$ cat src/rtl/addsub_sequencer_pkg.sv
// Shared constants for the add/sub accumulator sequencer: FSM state encoding
// and the operand values that make the datapath hold its current Z.
package addsub_sequencer_pkg;

  typedef logic [2:0] state_t;

  localparam logic [2:0] ST_IDLE   = 3'd0;
  localparam logic [2:0] ST_LOAD   = 3'd1;
  localparam logic [2:0] ST_FIRST  = 3'd2;
  localparam logic [2:0] ST_ISSUE  = 3'd3;
  localparam logic [2:0] ST_ISSUE0 = 3'd4;
  localparam logic [2:0] ST_DRAIN  = 3'd5;
  localparam logic [2:0] ST_DONE   = 3'd6;

  // Hold op: Z <= Z + 0 through the feedback path, never overflows.
  localparam logic HOLD_SEL    = 1'b1;
  localparam logic HOLD_ADDSUB = 1'b0;

endpackage

$ cat src/rtl/addsub_sequencer_if.sv
// Command, operand and result handshakes between a producer/consumer
// (master) and the sequencer (slave).
interface addsub_sequencer_if #(
  parameter int N = 16,
  parameter int C = 8
);
  logic         cmd_valid;
  logic         cmd_ready;
  logic [C-1:0] cmd_count;
  logic         cmd_sub;
  logic         op_valid;
  logic         op_ready;
  logic [N-1:0] op_data;
  logic         res_valid;
  logic         res_ready;
  logic [N-1:0] res_data;
  logic         res_overflow;

  modport master (
    output cmd_valid, cmd_count, cmd_sub, op_valid, op_data, res_ready,
    input  cmd_ready, op_ready, res_valid, res_data, res_overflow
  );

  modport slave (
    input  cmd_valid, cmd_count, cmd_sub, op_valid, op_data, res_ready,
    output cmd_ready, op_ready, res_valid, res_data, res_overflow
  );
endinterface

$ cat src/rtl/addsub_sequencer.sv
// Streams K operands of a command into one registered add/sub datapath,
// drains its two-stage pipeline and returns Z with a sticky overflow flag.
module addsub_sequencer
  import addsub_sequencer_pkg::*;
#(
  parameter int N = 16,
  parameter int C = 8
) (
  input  logic         clk,
  input  logic         rst,
  addsub_sequencer_if.slave bus,
  output logic [N-1:0] dp_a,
  output logic [N-1:0] dp_b,
  output logic         dp_sel,
  output logic         dp_addsub,
  input  logic [N-1:0] dp_z,
  input  logic         dp_overflow
);
  logic [2:0]   state_reg, state_next;
  logic [C-1:0] count_reg;
  logic [C-1:0] remaining_reg;
  logic         sub_reg;
  logic [N-1:0] op0_reg;
  logic         sticky_reg;
  logic         drain_reg;
  logic [N-1:0] res_data_reg;
  logic         res_overflow_reg;
  logic         op_ready;
  logic         op_fire;

  assign op_ready = (state_reg == ST_LOAD) || (state_reg == ST_FIRST) ||
                    (state_reg == ST_ISSUE);
  assign op_fire  = op_ready && bus.op_valid;

  assign bus.cmd_ready    = (state_reg == ST_IDLE);
  assign bus.op_ready     = op_ready;
  assign bus.res_valid    = (state_reg == ST_DONE);
  assign bus.res_data     = res_data_reg;
  assign bus.res_overflow = res_overflow_reg;

  always_comb begin
    state_next = state_reg;
    case (state_reg)
      ST_IDLE:   if (bus.cmd_valid)
                   state_next = (bus.cmd_count == '0) ? ST_ISSUE0 : ST_LOAD;
      ST_LOAD:   if (op_fire)
                   state_next = (count_reg == C'(1)) ? ST_ISSUE0 : ST_FIRST;
      ST_ISSUE0: state_next = ST_DRAIN;
      ST_FIRST:  if (op_fire)
                   state_next = (count_reg == C'(2)) ? ST_DRAIN : ST_ISSUE;
      ST_ISSUE:  if (op_fire && (remaining_reg == C'(1)))
                   state_next = ST_DRAIN;
      ST_DRAIN:  if (drain_reg) state_next = ST_DONE;
      ST_DONE:   if (bus.res_ready) state_next = ST_IDLE;
      default:   state_next = ST_IDLE;
    endcase
  end

  // Anything that is not a real operation falls through to the hold op.
  always_comb begin
    dp_a      = '0;
    dp_b      = '0;
    dp_sel    = HOLD_SEL;
    dp_addsub = HOLD_ADDSUB;
    case (state_reg)
      ST_ISSUE0: begin
        dp_a   = op0_reg;
        dp_sel = 1'b0;
      end
      ST_FIRST: if (bus.op_valid) begin
        dp_a      = op0_reg;
        dp_b      = bus.op_data;
        dp_sel    = 1'b0;
        dp_addsub = sub_reg;
      end
      ST_ISSUE: if (bus.op_valid) begin
        dp_b      = bus.op_data;
        dp_sel    = 1'b1;
        dp_addsub = sub_reg;
      end
      default: ;
    endcase
  end

  always_ff @(posedge clk or posedge rst) begin
    if (rst) begin
      state_reg        <= ST_IDLE;
      count_reg        <= '0;
      remaining_reg    <= '0;
      sub_reg          <= 1'b0;
      op0_reg          <= '0;
      sticky_reg       <= 1'b0;
      drain_reg        <= 1'b0;
      res_data_reg     <= '0;
      res_overflow_reg <= 1'b0;
    end else begin
      state_reg <= state_next;
      if (state_reg != ST_IDLE)
        sticky_reg <= sticky_reg | dp_overflow;
      case (state_reg)
        ST_IDLE: if (bus.cmd_valid) begin
          count_reg  <= bus.cmd_count;
          sub_reg    <= bus.cmd_sub;
          op0_reg    <= '0;   // K=0 issues 0+0 from this register
          sticky_reg <= 1'b0;
          drain_reg  <= 1'b0;
        end
        ST_LOAD:  if (op_fire) op0_reg <= bus.op_data;
        ST_FIRST: if (op_fire) remaining_reg <= count_reg - C'(2);
        ST_ISSUE: if (op_fire) remaining_reg <= remaining_reg - C'(1);
        ST_DRAIN: begin
          drain_reg <= ~drain_reg;
          if (drain_reg) begin
            res_data_reg     <= dp_z;
            res_overflow_reg <= sticky_reg | dp_overflow;
          end
        end
        default: ;
      endcase
    end
  end
endmodule
$ cat src/flat_wrapper.sv
// flat-port wrapper written by rule: the top's interface ports become plain ports
module addsub_sequencer_flat import addsub_sequencer_pkg::*;
#(
  parameter int N = 16,
  parameter int C = 8
)
  (clk, rst, dp_a, dp_b, dp_sel, dp_addsub, dp_z, dp_overflow, bus_cmd_valid, bus_cmd_count, bus_cmd_sub, bus_op_valid, bus_op_data, bus_res_ready, bus_cmd_ready, bus_op_ready, bus_res_valid, bus_res_data, bus_res_overflow);
  addsub_sequencer_if #(.N(N), .C(C)) bus_i ();
  input  logic clk;
  input  logic rst;
  output logic [N-1:0] dp_a;
  output logic [N-1:0] dp_b;
  output logic dp_sel;
  output logic dp_addsub;
  input  logic [N-1:0] dp_z;
  input  logic dp_overflow;
  input wire logic [$bits(bus_i.cmd_valid)-1:0] bus_cmd_valid;
  input wire logic [$bits(bus_i.cmd_count)-1:0] bus_cmd_count;
  input wire logic [$bits(bus_i.cmd_sub)-1:0] bus_cmd_sub;
  input wire logic [$bits(bus_i.op_valid)-1:0] bus_op_valid;
  input wire logic [$bits(bus_i.op_data)-1:0] bus_op_data;
  input wire logic [$bits(bus_i.res_ready)-1:0] bus_res_ready;
  output wire logic [$bits(bus_i.cmd_ready)-1:0] bus_cmd_ready;
  output wire logic [$bits(bus_i.op_ready)-1:0] bus_op_ready;
  output wire logic [$bits(bus_i.res_valid)-1:0] bus_res_valid;
  output wire logic [$bits(bus_i.res_data)-1:0] bus_res_data;
  output wire logic [$bits(bus_i.res_overflow)-1:0] bus_res_overflow;
  assign bus_i.cmd_valid = bus_cmd_valid;
  assign bus_i.cmd_count = bus_cmd_count;
  assign bus_i.cmd_sub = bus_cmd_sub;
  assign bus_i.op_valid = bus_op_valid;
  assign bus_i.op_data = bus_op_data;
  assign bus_i.res_ready = bus_res_ready;
  assign bus_cmd_ready = bus_i.cmd_ready;
  assign bus_op_ready = bus_i.op_ready;
  assign bus_res_valid = bus_i.res_valid;
  assign bus_res_data = bus_i.res_data;
  assign bus_res_overflow = bus_i.res_overflow;
  addsub_sequencer #(.N(N), .C(C)) u_core (.clk(clk), .rst(rst), .bus(bus_i), .dp_a(dp_a), .dp_b(dp_b), .dp_sel(dp_sel), .dp_addsub(dp_addsub), .dp_z(dp_z), .dp_overflow(dp_overflow));
endmodule
$ cat config.mk
export PLATFORM = sky130hd
export DESIGN_NAME = addsub_sequencer_flat
export DESIGN_NICKNAME = d
export VERILOG_FILES = /design/src/rtl/addsub_sequencer_pkg.sv /design/src/rtl/addsub_sequencer_if.sv /design/src/rtl/addsub_sequencer.sv /design/src/flat_wrapper.sv
export SDC_FILE = /design/constraint.sdc
export NUM_CORES = 1
export LEC_CHECK = 0
export BUFFER_PORTS_ARGS = -buffer_cell sky130_fd_sc_hd__buf_4
export CORE_MARGIN = 8
export CORE_UTILIZATION = 47
export CTS_BUF_LIST = sky130_fd_sc_hd__clkbuf_2
export CTS_CLUSTER_DIAMETER = 30
export DETAILED_ROUTE_END_ITERATION = 8
export PLACE_DENSITY_LB_ADDON = 0.3
export SYNTH_ARGS = -nofsm -noshare
export SYNTH_HDL_FRONTEND = slang
export SYNTH_SLANG_ARGS = --single-unit
$ cat constraint.sdc
create_clock -name clk -period 1.6 [get_ports clk]
set_input_delay 0.08 -clock clk [delete_from_list [all_inputs] [get_ports clk]]
set_output_delay 0.08 -clock clk [all_outputs]
set_load 0.005 [all_outputs]
# ---- Word-level counts from Yosys, hierarchy flattened
# Index checks and enable logic that the tools add are counted.
dict set report classes {
  add_sub_neg 2
  n_eq_ne 16
  mux 29
  n_bitwise 2
  n_reduce_logical 17
}
# op n
set op_table {}
lappend op_table {{2-to-1 mux 16 bit} 5}
lappend op_table {{case mux 16 bit (2 select lines)} 2}
lappend op_table {{2-to-1 mux 3 bit} 9}
lappend op_table {{case mux 3 bit (7 select lines)} 1}
lappend op_table {{== test 8 x 1 -> 1 bit (second input constant)} 2}
lappend op_table {{2-to-1 mux 8 bit} 2}
lappend op_table {{case mux 8 bit (2 select lines)} 1}
lappend op_table {{== test 3 bit (second input constant)} 3}
lappend op_table {{== test 8 x 2 -> 1 bit (second input constant)} 1}
lappend op_table {{zero test 8 bit} 1}
lappend op_table {{!= test 2 x 1 -> 1 bit (second input constant)} 4}
lappend op_table {{subtractor 8 x 1 -> 8 bit (second input constant)} 1}
lappend op_table {{subtractor 8 x 2 -> 8 bit (second input constant)} 1}
lappend op_table {{2-to-1 mux 1 bit} 7}
lappend op_table {{== test 3 x 2 -> 1 bit (second input constant)} 2}
lappend op_table {{!= test 2 bit (second input constant)} 3}
lappend op_table {{AND reduction 2 bit} 3}
lappend op_table {{AND reduction 3 bit} 2}
lappend op_table {{AND reduction 6 bit} 1}
lappend op_table {{nonzero test 2 bit} 3}
lappend op_table {{case mux 1 bit (2 select lines)} 2}
lappend op_table {{== test 3 x 1 -> 1 bit (second input constant)} 1}
lappend op_table {{zero test 3 bit} 1}
lappend op_table {{nonzero test 3 bit} 1}
lappend op_table {{other kinds (5)} 7}
dict set report word_totals {
  regBits 55
  out_inout_bits 54
  elab_cells 75
}

# ---- Depth between registers and ports, before layout
# Gate-level depths: netlist of run 1.
dict set report depth {
  ltp_word 7
  ltp_mapped 6
  mapped_depth_nobuf 6
}

# ---- Least setup slack after synthesis of run 1
# Ideal clock, no wire load.
dict set report synth_path {
  path_type {reg2reg}
  startpoint {register u_core.count_reg[4]}
  endpoint {register u_core.state_reg[1]}
  arrival_time_ps 1530
  slack_ps -55
  stages_incl_launch_ff 5
  period_less_slack_ps 1655
  cell_sequence {dfrtp_1 -> or4_4 -> nor4b_4 -> o22ai_1 -> mux2_2}
}
dict set report synth_via {
  elab_chain_len 4
  word_cells_on_any_way 7
  classes_between {eq/ne: 2; mux: 5}
}
# element line_no
set synth_rtl {}
lappend synth_rtl {{from (decl)} addsub_sequencer.sv:20} ;# logic [C-1:0] count_reg;
lappend synth_rtl {{from (signal assigned)} addsub_sequencer.sv:102} ;# count_reg <= bus.cmd_count;
lappend synth_rtl {{== test 8 x 2 -> 1 bit or == test 8 x 1 -> 1 bit (tied branches)} {addsub_sequencer.sv:50, addsub_sequencer.sv:47}}
lappend synth_rtl {{2-to-1 mux 3 bit (on tied branches)} {addsub_sequencer.sv:50, addsub_sequencer.sv:47}}
lappend synth_rtl {{2-to-1 mux 3 bit (on tied branches)} {addsub_sequencer.sv:49, addsub_sequencer.sv:46}}
lappend synth_rtl {{case mux 3 bit (7 select lines) (*)} addsub_sequencer.sv:43} ;# case (state_reg)
lappend synth_rtl {{to (signal assigned)} addsub_sequencer.sv:97} ;# state_reg <= state_next;
lappend synth_rtl {{to (decl)} addsub_sequencer.sv:19} ;# logic [2:0] state_reg, state_next;
# Mark *: on every way between the ends. The rest lies on a longest branch, timed or not. The select of a mux whose other input is x is not followed.
# A chain may end at the register's enable or synchronous reset.

# ---- Worst setup path after layout of run 1
dict set report layout_path {
  startpoint {register u_core.state_reg[2]}
  endpoint {output port dp_a[5]}
}
dict set report layout_via {
  elab_chain_len 2
  word_cells_on_any_way 3
  classes_between {eq/ne: 2; mux: 1}
}
# element line_no
set layout_rtl {}
lappend layout_rtl {{== test 3 x 2 -> 1 bit or == test 3 bit (tied branches)} addsub_sequencer.sv:65} ;# case (state_reg)
lappend layout_rtl {{case mux 16 bit (2 select lines) (*)} addsub_sequencer.sv:65}
lappend layout_rtl {{to (decl)} flat_wrapper.sv:11} ;# output logic [N-1:0] dp_a;
# Mark *: on every way between the ends. The rest lies on a longest branch, timed or not.

==> results by group, run 1 <==
Outcome
  • Status: complete, but fails checks
  • Failing checks: setup timing

Power and ir drop
  • Leak pwr: 2.428 nW
  • PwrDens: 1785 nW/µm²
  • Worst VDD drop: 1.104 mV

Drt
  • Vias per cell: 5.942
  • Antenna Nets Post-Route: 0
  • DRT iter0 DRCs: 323
  • First-pass detailed-route iteration total: 5
  • Routed Wire Length: 13120 µm
  • Drt wl/cell: 22.89 µm
  • DR vias: 3405
  • Drt drc: 0

Worst hold path
  • Min-Delay Path Class: input port to register
  • Hold path depth: 4
  • WHS Endpoint: u_core.state_reg[0]
  • Min-delay src: bus_op_valid

Yosys
  • Sequential fraction of the synthesis area: 0.4701
  • Mapped cell area: 2928 µm²
  • Gate Count Post-Synth: 306
  • Seq cells post-synth: 55
  • Mapped Nets: 356
  • Avg Cell Area, Syn: 9.568 µm²
  • Distinct cells, synth: 47
  • Ys Warns: 0

Clock tree
  • CTS tree: yes
  • Clk_lat worst skew: 0.45 ns
  • Cts bufs inserted: 5
  • Clock Path Buffers: 2
  • CTS Sinks: 55
  • CTS Root Buffer Type: clkbuf_2
  • Clock transition at the registers of the reported paths: 0.27 ns
  • H-tree levels: 2

Critical path
  • CP endpoint kind: output port
  • Worst setup SP type: register
  • CP Launch Point: u_core.state_reg[2]
  • Worst Path Arrival: 1.83 ns
  • Crit Path Category: register to output port
  • Reg-to-Reg Start: u_core.remaining_reg[0]
  • Worst EP required: 1.52 ns
  • Reg-to-reg critical path endpoint: u_core.state_reg[1]
  • R2r worst-path depth: 5
  • Worst Path Max Fanout: 17
  • Flop2flop setup slack: -0.22 ns

Placement
  • Gpl congestion: 0.8853
  • Placement-stage cell area: 3993 µm²
  • PortBufs: 100
  • DP HPWL: 6280 µm
  • Setup Slack @ Placement: -0.1263 ns

STA
  • Max Freq: 524.3 MHz
  • RSZ-0062 raised after global routing: true
  • Min Tclk post-route: 1.907 ns
  • Setup violations, final: 68
  • Tcrit/Tclk final: 1.192
  • Clk_skew: 0.01689 ns
  • Setup TNS: -10.45 ns
  • Hold slack: 0.06038 ns
  • Tightest Pin Transition: 0.5437 ns
  • Final number of max-transition violations: 0
  • Worst slew margin: 0.6347
  • Final hold violation count: 0
  • Final worst slack: -0.3073 ns

Global route
  • Initial antenna violation count: 0
  • GR Util All Layers: 0.2080
  • First-pass GRT wire length: 14860 µm
  • Pin count of the biggest net entering global routing: 33
  • Remaining Overflow, GRT: 0
  • Vias in the first global route: 3079

Die
  • Initial Util: 0.4916
  • IO Count: 101
  • Die Wd: 94.93 µm
  • Std-Cell Core Area: 5956 µm²
  • Die Y: 94.93 µm
  • Die area: 9011 µm²
  • Row count: 28

Finish
  • Most common cell after layout, fill and taps aside: buf_4
  • Final #Nets: 547
  • Layout cells sized above 1: 0.5442
  • Inserted Diodes: 0
  • Most frequent cells in the layout: buf_4 (115), dfrtp_1 (54), dlygate4sd3_1 (44)
  • Filler cell count: 231
  • Area delta synth->final: 82.27%
  • Final core occ: 0.8960
  • Post-route cell area: 5336 µm²

Job
  • Max-Cap Viols: 0
[Yosys cell counts, drive strengths merged]
cell	n	area share
a22oi	1	0.0026
nor3	24	0.041
a21o	1	0.0026
buf	11	0.020
or4b	1	0.0034
nor3b	2	0.0068
xnor2	3	0.0090
a22o	3	0.0090
nand2	13	0.017
nor2	16	0.021
o31a	1	0.0030
a222oi	1	0.0034
o31ai	1	0.0043
a2bb2oi	1	0.0030
a2111o	1	0.0038
o211ai	1	0.0026
or4	3	0.0090
and3	1	0.0021
mux2	23	0.088
a211oi	1	0.0026
nand3b	3	0.0077
nand4	3	0.0064
a221o	1	0.0034
a31oi	1	0.0021
o21ai	36	0.062
nand3	19	0.034
nand2b	1	0.0021
nor4bb	3	0.010
ha	3	0.013
dfrtp	55	0.47
nor4b	4	0.019
xor2	2	0.0060
and3b	2	0.0060
and2	17	0.036
a21oi	5	0.0085
nor2b	3	0.0064
o22ai	2	0.0043
inv	28	0.036
clkbuf	7	0.0090
nor4	2	0.0043
[what timing repair did]
| action | CTS | global route |
|---|---|---|
| setup buffers | 3 | 16 |
| hold endpoints to repair | 65 | 0 |
| pin swaps | 1 | 33 |
| setup endpoints to repair | 43 | 66 |
| gates resized for setup | 28 | 129 |
| hold buffers | 44 | 0 |
| cloned | 0 | 5 |
[through the flow]
step	total power [W]	std cells
after floorplan	0.004560	306
after CTS	0.007613	553
final	0.009527	573
after detailed placement	0.006367	499
after global routing	0.009936	573
after global placement	0.006227	499
[how the worst max path moves through the flow]
stage | end | slack (ns) | depth (start not counted)
after floorplan | u_core.state_reg[1] | -0.02 | 4
after global placement | dp_sel | -0.12 | 5
after detailed placement | dp_a[12] | -0.13 | 4
after CTS | u_core.state_reg[1] | -0.18 | 4
after global routing | dp_a[5] | -0.36 | 5
final | dp_a[5] | -0.31 | 5
[worst max-delay path, cell delays in order, from the launching register on]
cell     delay [ns]
dfrtp_1        0.48
and3b_2        0.33
nor2_4         0.07
buf_12         0.16
nor3_4         0.20
buf_6          0.15
[layout make-up]
cell class                 instances  area (µm²)  area share
timing repair buffer             202        1904      0.3569
multi-input combinational        205        1758      0.3294
sequential                        55        1378      0.2581
inverter                          28       112.6     0.02110
tap                               75       93.84     0.01758
clock inverter                     2       60.06     0.01125
clock buffer                       6       30.03    0.005627
[logic make-up (layout without fill, tap and decap cells)]
group	count (synthesis)	count (layout)	share of synthesized area
AO/OA/AOI/OAI	57	57	0.1167
adder cells (fa/ha/maj)	3	3	0.01282
flip-flops	55	55	0.4701
XOR/XNOR	5	5	0.01496
buffers and inverters	46	238	0.06453
AND/OR/NAND/NOR	117	117	0.2325
multiplexers	23	23	0.08846
[layer usage]
layer / GRT usage / part of all wire / vias up
met5: 0 / 0 / -
met4: 0.09493 / 0.046 / 0
met3: 0.05635 / 0.10 / 62
met2: 0.3528 / 0.51 / 232
met1: 0.2394 / 0.34 / 1662
li1: - / - / 1449
[power breakdown]
| group | internal [W] | switching, W | total, W |
|---|---|---|---|
| combinational | 0.00308 | 0.00307 | 0.00615 |
| sequential | 0.00203 | 0.000466 | 0.00250 |
| clock | 0.000426 | 0.000456 | 0.000882 |
| total | 0.00554 | 0.00399 | 0.00953 |
(Power assumes the default switching activity.)
==> run 2, diff against run 1 <==
==> constraint.sdc (replaced) <==
create_clock -name clk -period 1.6 [get_ports clk]
set_input_delay 0.32 -clock clk [delete_from_list [all_inputs] [get_ports clk]]
set_output_delay 0.32 -clock clk [all_outputs]
set_load 0.005 [all_outputs]
==> run 2 against run 1 <==
  * The run still ends with setup timing left
  * Critical path type unchanged
  * Hold slack got worse by 0.028 ns
  * Via count down 11%
  * Critical endpoint unchanged
  * Sequential share of layout area increased by 2.5 points
  * Maximum frequency fell by 11%
  * Largest power group unchanged
  * Total power down 4.6%
  * Register-to-register slack worse by 0.05 ns
  * Combinational power fell by 4.1%
==> results by group, run 2 (synthesis results as in run 1) <==
Clock tree
  • CTS Sinks: 55
  • Cts bufs inserted: 5
  • H-tree levels: 2
  • Clock transition at the registers of the reported paths: 0.31 ns
  • Clk_lat worst skew: 0.48 ns
  • Clock Path Buffers: 2
  • CTS tree: yes
  • CTS Root Buffer Type: clkbuf_2

Finish
  • Final std cells w/o fill: 537
  • Layout cells sized above 1: 0.5693
  • Inserted Diodes: 0
  • Final #Nets: 511
  • Most common cell after layout, fill and taps aside: buf_4
  • Post-route cell area: 4872 µm²
  • Area delta synth->final: 66.41%
  • Most frequent cells in the layout: buf_4 (134), dfrtp_1 (53), inv_1 (25)

STA
  • Final worst slack: -0.5391 ns
  • Hold slack: 0.03228 ns
  • Max Freq: 467.5 MHz
  • Tightest Pin Transition: 0.3894 ns
  • RSZ-0062 raised after global routing: true
  • Min Tclk post-route: 2.139 ns
  • Worst slew margin: 0.7404
  • Final number of max-transition violations: 0
  • Clk_skew: 0.03008 ns
  • Setup violations, final: 69
  • Tcrit/Tclk final: 1.337
  • Final hold violation count: 0

Critical path
  • CP endpoint kind: output port
  • Worst Path Max Fanout: 17
  • Worst EP required: 1.28 ns
  • Worst Path Arrival: 1.82 ns
  • Crit Path Category: register to output port
  • Worst setup SP type: register

Drt
  • First-pass detailed-route iteration total: 4
  • DR vias: 3042
  • Vias per cell: 5.665
  • Routed Wire Length: 11260 µm
  • DRT iter0 DRCs: 308
  • Antenna Nets Post-Route: 0
  • Drt wl/cell: 20.97 µm
  • Drt drc: 0

Die
  • Row count: 28
  • Std-Cell Core Area: 5956 µm²
  • Initial Util: 0.4916
  • Die Wd: 94.93 µm
  • Die area: 9011 µm²
  • Die Y: 94.93 µm
  • IO Count: 101

Placement
  • Placed Instances: 502
  • Placement-stage cell area: 4053 µm²
  • Gpl congestion: 0.8687
  • PortBufs: 100
  • DP HPWL: 6174 µm

Power and ir drop
  • Worst VDD drop: 1.291 mV
  • Leak pwr: 2.205 nW
  • PwrDens: 1865 nW/µm²

Job
  • Max-Cap Viols: 0

Worst hold path
  • Min-Delay Path Class: input port to register

Outcome
  • Status: complete, but fails checks
  • Failing checks: setup timing

Global route
  • GR Util All Layers: 0.2066
  • Remaining Overflow, GRT: 0
  • First-pass GRT wire length: 14650 µm
  • Initial antenna violation count: 0
  • Pin count of the biggest net entering global routing: 56
  • Vias in the first global route: 3009
[run 2: per-stage QoR]
step | util | worst slack (ns) | TNS [ns] | power, W
6_report | 0.8181 | -0.5391 | -23.22 | 0.009085
5_1_grt | 0.8181 | -0.6045 | -27.11 | 0.009550
4_1_cts | 0.7649 | -0.4577 | -21.44 | 0.008135
3_5_place_dp | 0.6805 | -0.08052 | -0.6588 | 0.006453
3_3_place_gp | 0.6805 | -0.02727 | -0.1505 | 0.006305
2_1_floorplan | - | -0.02032 | -0.2951 | 0.004585
[run 2: per-layer routing]
layer  global-route usage  wire length, µm  vias to the layer above
met4              0.06372              211                        0
met5                    0                0                        -
met1               0.2269             4093                     1493
met2               0.3650             6025                      138
li1                     -                -                     1390
met3              0.07302              929                       21
[run 2: area by class of cell]
cell class / instances / area, µm²
clock buffer: 5 / 25.02
clock inverter: 3 / 46.29
fill: 345 / 1084
inverter: 28 / 116.4
multi-input combinational: 206 / 1789
sequential: 55 / 1379
tap: 75 / 93.84
timing repair buffer: 165 / 1423
[run 2: what timing repair did]
item	in CTS	in global routing
gates resized for setup	80	60
endpoints found under the setup margin	58	73
pin swaps	9	16
endpoints found under the hold margin	55	4
buffers inserted	14	7
hold buffers	1	4
cloned	4	1
[run 2: where the power goes]
group          leakage (nW)  internal (W)  switching, W
clock network        0.0396      0.000269      0.000490
logic                  1.49       0.00294       0.00296
registers             0.676       0.00203      0.000395
[run 2: path summary, 6_finish.rpt]
path | from | to | slack [ns] | cells past startpoint
max | u_core.state_reg[2] | dp_a[5] | -0.54 | 5
min | bus_cmd_count[1] | u_core.count_reg[1] | 0.03 | 3
max reg2reg | u_core.state_reg[2] | u_core.count_reg[0] | -0.27 | 8
min reg2reg | u_core.sticky_reg | u_core.sticky_reg | 0.55 | 2
max in group asynchronous | rst | u_core.remaining_reg[0] | 0.92 | 4
min in group asynchronous | rst | u_core.bus.res_data[8] | 0.41 | 4
[run 2: critical path, stage by stage, from the launching register on]
cell	delay, ns
dfrtp_2	0.50
and3b_2	0.32
nor2_4	0.05
buf_12	0.16
nor3_1	0.17
buf_4	0.15
